File: src/rtl/pe5x5_ctrl.sv
// pe5x5_ctrl: byte-stream sequencer for a row of NUM_PE processing elements.
// Steers PE_LEN weight bytes and then PE_LEN input-feature bytes into each PE
// using registered one-hot write strobes. It then waits RESULT_LAT cycles for
// the summed row result, captures that result, and offers it on a valid/ready
// output. Loaded weights can be reused, so a new window needs only the IF bytes.
module pe5x5_ctrl #(
  parameter int NUM_PE     = 5,
  parameter int PE_LEN     = 5,
  parameter int RESULT_LAT = 2
) (
  input  logic              clk,
  input  logic              rst,
  input  logic              start,
  input  logic              keep_w,
  output logic              busy,
  output logic              done,
  input  logic [7:0]        in_data,
  input  logic              in_valid,
  output logic              in_ready,
  output logic [NUM_PE-1:0] pe_w_w,
  output logic [NUM_PE-1:0] pe_if_w,
  output logic [7:0]        w_in,
  output logic [7:0]        if_in,
  input  logic [31:0]       pe_result,
  output logic [31:0]       out_result,
  output logic              out_valid,
  input  logic              out_ready
);

  localparam int IDX_W  = (NUM_PE > 1) ? $clog2(NUM_PE) : 1;
  localparam int TAP_W  = (PE_LEN > 1) ? $clog2(PE_LEN) : 1;
  localparam int WAIT_W = (RESULT_LAT > 0) ? $clog2(RESULT_LAT + 1) : 1;

  typedef enum logic [2:0] {
    S_IDLE,
    S_LOAD_W,
    S_LOAD_IF,
    S_WAIT,
    S_OUT
  } state_t;

  state_t              r_state;
  logic [IDX_W-1:0]    r_pe_idx;
  logic [TAP_W-1:0]    r_tap;
  logic [WAIT_W-1:0]   r_wait_cnt;
  logic                r_w_loaded;
  logic                r_busy;
  logic                r_done;
  logic                r_in_ready;
  logic [NUM_PE-1:0]   r_pe_w_w;
  logic [NUM_PE-1:0]   r_pe_if_w;
  logic [7:0]          r_w_in;
  logic [7:0]          r_if_in;
  logic [31:0]         r_out_result;
  logic                r_out_valid;

  logic                w_xfer;
  logic                w_last_tap;
  logic                w_last_byte;
  logic [NUM_PE-1:0]   w_onehot;

  // A byte moves only while in_ready is high, so transfers are confined to the
  // two load states.
  assign w_xfer      = in_valid && r_in_ready;
  assign w_last_tap  = (r_tap == TAP_W'(PE_LEN - 1));
  assign w_last_byte = w_last_tap && (r_pe_idx == IDX_W'(NUM_PE - 1));
  assign w_onehot    = NUM_PE'(1) << r_pe_idx;

  // Controller FSM with all outputs registered: steering, counters, wait, output handshake.
  // NOTE: non-blocking assignments throughout, so every branch sees the pre-edge
  // state regardless of statement order.
  always_ff @(posedge clk or negedge rst) begin
    if (!rst) begin
      r_state      <= S_IDLE;
      r_pe_idx     <= '0;
      r_tap        <= '0;
      r_wait_cnt   <= '0;
      r_w_loaded   <= 1'b0;
      r_busy       <= 1'b0;
      r_done       <= 1'b0;
      r_in_ready   <= 1'b0;
      r_pe_w_w     <= '0;
      r_pe_if_w    <= '0;
      r_w_in       <= '0;
      r_if_in      <= '0;
      r_out_result <= '0;
      r_out_valid  <= 1'b0;
    end else begin
      // The strobes default low and rise for one cycle only after a transfer.
      r_pe_w_w  <= '0;
      r_pe_if_w <= '0;
      r_done    <= 1'b0;

      if (w_xfer) begin
        if (r_state == S_LOAD_W) begin
          r_pe_w_w <= w_onehot;
          r_w_in   <= in_data;
        end else begin
          r_pe_if_w <= w_onehot;
          r_if_in   <= in_data;
        end
        if (w_last_tap) begin
          r_tap    <= '0;
          r_pe_idx <= r_pe_idx + 1'b1;
        end else begin
          r_tap <= r_tap + 1'b1;
        end
      end

      // NOTE: a later non-blocking assignment to the same register wins. The
      // phase-end counter clears below therefore override the increment above.
      case (r_state)
        S_IDLE: begin
          if (start) begin
            r_busy     <= 1'b1;
            r_in_ready <= 1'b1;
            r_pe_idx   <= '0;
            r_tap      <= '0;
            if (keep_w && r_w_loaded) begin
              r_state <= S_LOAD_IF;
            end else begin
              // A fresh weight load invalidates the old set until it completes.
              r_w_loaded <= 1'b0;
              r_state    <= S_LOAD_W;
            end
          end
        end

        S_LOAD_W: begin
          if (w_xfer && w_last_byte) begin
            r_w_loaded <= 1'b1;
            r_pe_idx   <= '0;
            r_tap      <= '0;
            r_state    <= S_LOAD_IF;
          end
        end

        S_LOAD_IF: begin
          if (w_xfer && w_last_byte) begin
            r_pe_idx   <= '0;
            r_tap      <= '0;
            r_in_ready <= 1'b0;
            r_wait_cnt <= WAIT_W'(RESULT_LAT);
            r_state    <= S_WAIT;
          end
        end

        S_WAIT: begin
          if (r_wait_cnt == '0) begin
            r_out_result <= pe_result;
            r_out_valid  <= 1'b1;
            r_state      <= S_OUT;
          end else begin
            r_wait_cnt <= r_wait_cnt - 1'b1;
          end
        end

        S_OUT: begin
          if (out_ready) begin
            r_out_valid <= 1'b0;
            r_done      <= 1'b1;
            r_busy      <= 1'b0;
            r_state     <= S_IDLE;
          end
        end

        default: begin
          r_busy      <= 1'b0;
          r_in_ready  <= 1'b0;
          r_out_valid <= 1'b0;
          r_state     <= S_IDLE;
        end
      endcase
    end
  end

  assign busy       = r_busy;
  assign done       = r_done;
  assign in_ready   = r_in_ready;
  assign pe_w_w     = r_pe_w_w;
  assign pe_if_w    = r_pe_if_w;
  assign w_in       = r_w_in;
  assign if_in      = r_if_in;
  assign out_result = r_out_result;
  assign out_valid  = r_out_valid;

endmodule

File: config.mk
export PLATFORM = sky130hd
export DESIGN_NAME = pe5x5_ctrl
export DESIGN_NICKNAME = d
export VERILOG_FILES = /design/src/rtl/pe5x5_ctrl.sv
export SDC_FILE = /design/constraint.sdc
export NUM_CORES = 1
export LEC_CHECK = 0
export CAP_MARGIN = 20
export CORE_ASPECT_RATIO = 1.2
export CORE_UTILIZATION = 35
export DETAILED_ROUTE_END_ITERATION = 16
export RECOVER_POWER = 25
export SKIP_LAST_GASP = 1
export SYNTH_ARGS = -nofsm -noshare
export SYNTH_HDL_FRONTEND = slang
export SYNTH_SLANG_ARGS = --single-unit
File: constraint.sdc
create_clock -name clk -period 4.03 [get_ports clk]
set_clock_uncertainty 0.2 [all_clocks]
set_input_delay 1.209 -clock clk [delete_from_list [all_inputs] [get_ports clk]]
set_output_delay 1.209 -clock clk [all_outputs]
set_load 0.02 [all_outputs]
==> results.md <==
- Status: finished with violations
- Failing checks: max-capacitance violations, max-slew violations
- Slew Limit Fails: 75
- Vias in the first global route: 2251
- Fillers: 807
- Chip Width: 90.1 um
- Pwr Density: 598 nW/um2
- Internal: 1.85 mW
- Worst Path Max Fanout: 6
- Post-synth EDFFs: 0
- Largest vdd supply drop: 0.209 mV
- CP Depth: 1
- Drt drc: 0
- Logic pwr share: 37.6%
- Syn Std Cell Area: 3260 um2
- Seq. cell area: 1850 um2
- Hpwl dp: 4760 um
- Ports: 108
- Share of cells above drive strength 1: 20.5%
- Sink Count: 74
- CP peak stage delay: 0.64 ns
- Unique masters post-synth: 49
- Delay-heaviest family, CP: buffers and inverters
- WP data required: 2.62 ns
- Starting Density: 36.1%
- Mean area per synthesized cell: 13.9 um2
- Leakage power: 2.07 nW
- Core area: 9030 um2
- First-pass GRT wire length: 11300 um
- Clock share of power: 23.3%
- Initial antenna violation count: 0
- Worst min path class: reg2reg
- Maximum root-to-sink buffer count: 2
- Setup crit end kind: output port
- Routed len/inst: 14.6 um
- Setup CP Type: reg2out
- Nets@finish: 396
- Max-slew headroom: -21.8%
- Drt total wl: 6840 um
- Crit-path cells: clkdlybuf4s50_1
- Switching fraction of total power: 33.0%
- Die height: 108 um
- Buffers on Ports: 107
- GRT Resource Usage Total: 15.0%
- Iteration-0 DRC Markers: 28
- Slowest stage cell, crit path: clkdlybuf4s50_1
- Yosys reg bits: 74
- CTS resizes: 0
- Vias: 2189
- CP Launch Type: flop
- Multi-input logic area: 1290 um2
- Fmax: 354 MHz
- Largest cells by area after synthesis: dfrtp_1 (57%), mux2_4 (16%), mux2_2 (3.8%)
- Clk_lat worst skew: 0.34 ns
- Depth of the worst hold-timing path: 1
- Seq/Total Area, Yosys: 56.7%
- Sequential Power Share: 39.1%
- TritonCTS Buffers: 9
- Number of setup violations in the final report: 0
- Area grow syn2layout: 41.8%
- Hold_buf cts: 0
- Clk root buf: clkbuf_8
- Max Cap Viol: 1
- FFs w/ async S/R, synth: 100%
- WP buf/inv: 1
- Post-Syn Nets: 288
- Period utilisation layout: 70.1%
- CTS tree: built
- Min Tclk post-route: 2.83 ns
- Worst hold slack: 0.294 ns
- Post-Syn Instances: 234
- Vias per inst: 4.69
- Hold Violations, Final: 0
- Top-area cell type share of the netlist area: 56.7%
- Post-CTS Setup Bufs: 0
- Warnings, synthesis: 0
- H-tree Lvls: 3
- Largest net degree at the start of global routing: 75
- Antenna cell count: 0
- Reg2Reg Depth: 2
- Final Util: 51.2%
- Reg-to-reg slack, setup: 1.71 ns
- Initial DRT Pass Iterations: 6
- Ys flop type: dfrtp_1
- GR Overflow Total: 0
- Worst Tran Pin Value: 1.83 ns
- Row cnt: 38
- CTS clk-pin slew, worst paths: 0.08 ns
- Sw power: 0.913 mW
- ANT nets after route: 0
- Unrepaired setup endpoints after global routing: no
- WP data arrival: 1.42 ns
- Die area: 9710 um2
- Setup_tns: 0 ns
- Area leader, netlist: dfrtp_1
- GP Congestion: 0.777
[metrics by stage]
stage	power (mW)	instances	cell area, um2	worst slack (ns)
after floorplan	1.70	234	3260	1.65
after global placement	2.12	451	4400	0.999
after detailed placement	2.15	451	4400	0.944
after CTS	2.81	467	4630	1.18
after global routing	2.93	467	4630	1.02
final	2.77	467	4630	1.20
[cell usage in the layout, fill, tap and decap left out, types with 2 or more instances in the layout]
| master | instances |
|---|---|
| bufinv_16 | 2 |
| clkdlybuf4s50_1 | 105 |
| nand2_1 | 15 |
| o221ai_1 | 2 |
| mux2_4 | 34 |
| nor2_1 | 15 |
| and2_1 | 2 |
| o21ai_0 | 5 |
| clkinvlp_4 | 2 |
| a21oi_1 | 3 |
| a31oi_1 | 2 |
| nor3_1 | 3 |
| nand3_1 | 3 |
| ha_1 | 8 |
| nand4_1 | 2 |
| dfrtp_1 | 74 |
| mux2_1 | 3 |
| inv_1 | 11 |
| clkbuf_8 | 10 |
| xnor2_1 | 2 |
| a211oi_1 | 2 |
| mux2i_1 | 2 |
| mux2_2 | 11 |
[Yosys cell counts (2+ instances only)]
master	number
buf_4	3
mux2_4	34
nor2_1	15
a211oi_1	2
a31oi_1	2
a21oi_1	3
ha_1	8
o21ai_0	5
and2_1	2
mux2i_1	2
nand3_1	3
nand2_1	15
buf_6	4
nor3_1	3
xnor2_1	2
inv_1	11
dfrtp_1	74
mux2_2	11
o221ai_1	2
mux2_1	3
nand4_1	2
[final cells by class]
cell class                      instances  area share (%)
Inverter                               11           0.893
Timing Repair Buffer                  107            23.0
Multi-Input combinational cell        139            27.9
Tap cell                              120            3.25
Clock inverter                          6            1.92
Clock buffer                           10            2.98
Sequential cell                        74            40.0
[metal layers]
| metal | part of all wire (%) | global-route usage, % | vias up |
|---|---|---|---|
| li1 | - | - | 1023 |
| met1 | 45 | 19.3 | 1093 |
| met2 | 50 | 23.8 | 67 |
| met3 | 4.1 | 3.81 | 6 |
| met4 | 1.5 | 6.91 | 0 |
| met5 | 0 | 0 | - |
[logic make-up after synthesis]
group                    count (synthesis)  share of synthesized area (%)
AND/OR/NAND/NOR                         57                           10.1
buffers and inverters                   21                           3.72
AO/OA/AOI/OAI                           22                           4.75
adder cells (fa/ha/maj)                  8                           3.07
multiplexers                            50                           21.1
flip-flops                              74                           56.7
XOR/XNOR                                 2                          0.537
[power by group through the flow]
stage          logic (mW)  registers, mW  clock network [mW]
3_3_place_gp         1.03           1.09                   0
4_1_cts              1.06           1.08               0.666
2_1_floorplan       0.479           1.23                   0
5_1_grt              1.13           1.11               0.696
6_report             1.04           1.08               0.645
3_5_place_dp         1.05           1.10                   0
[path summary, 6_finish.rpt]
path | startpoint | endpoint
worst max-delay path | in_ready | in_ready
worst min-delay path | if_in[0] | if_in[0]
worst max register to register | r_state[0] | out_result[18]
worst min register to register | if_in[0] | if_in[0]
max in group asynchronous | rst | r_state[2]
min in group asynchronous | rst | r_pe_idx[0]
[registers in the layout, indices dropped and copies added (netlist names)]
register / cells
out_result: 32
if_in: 8
w_in: 8
pe_if_w: 5
pe_w_w: 5
r_pe_idx: 3
r_state: 3
r_tap: 3
r_wait_cnt: 2
busy: 1
done: 1
in_ready: 1
out_valid: 1
r_w_loaded: 1
Note: power is estimated with default switching activity, not from simulation.
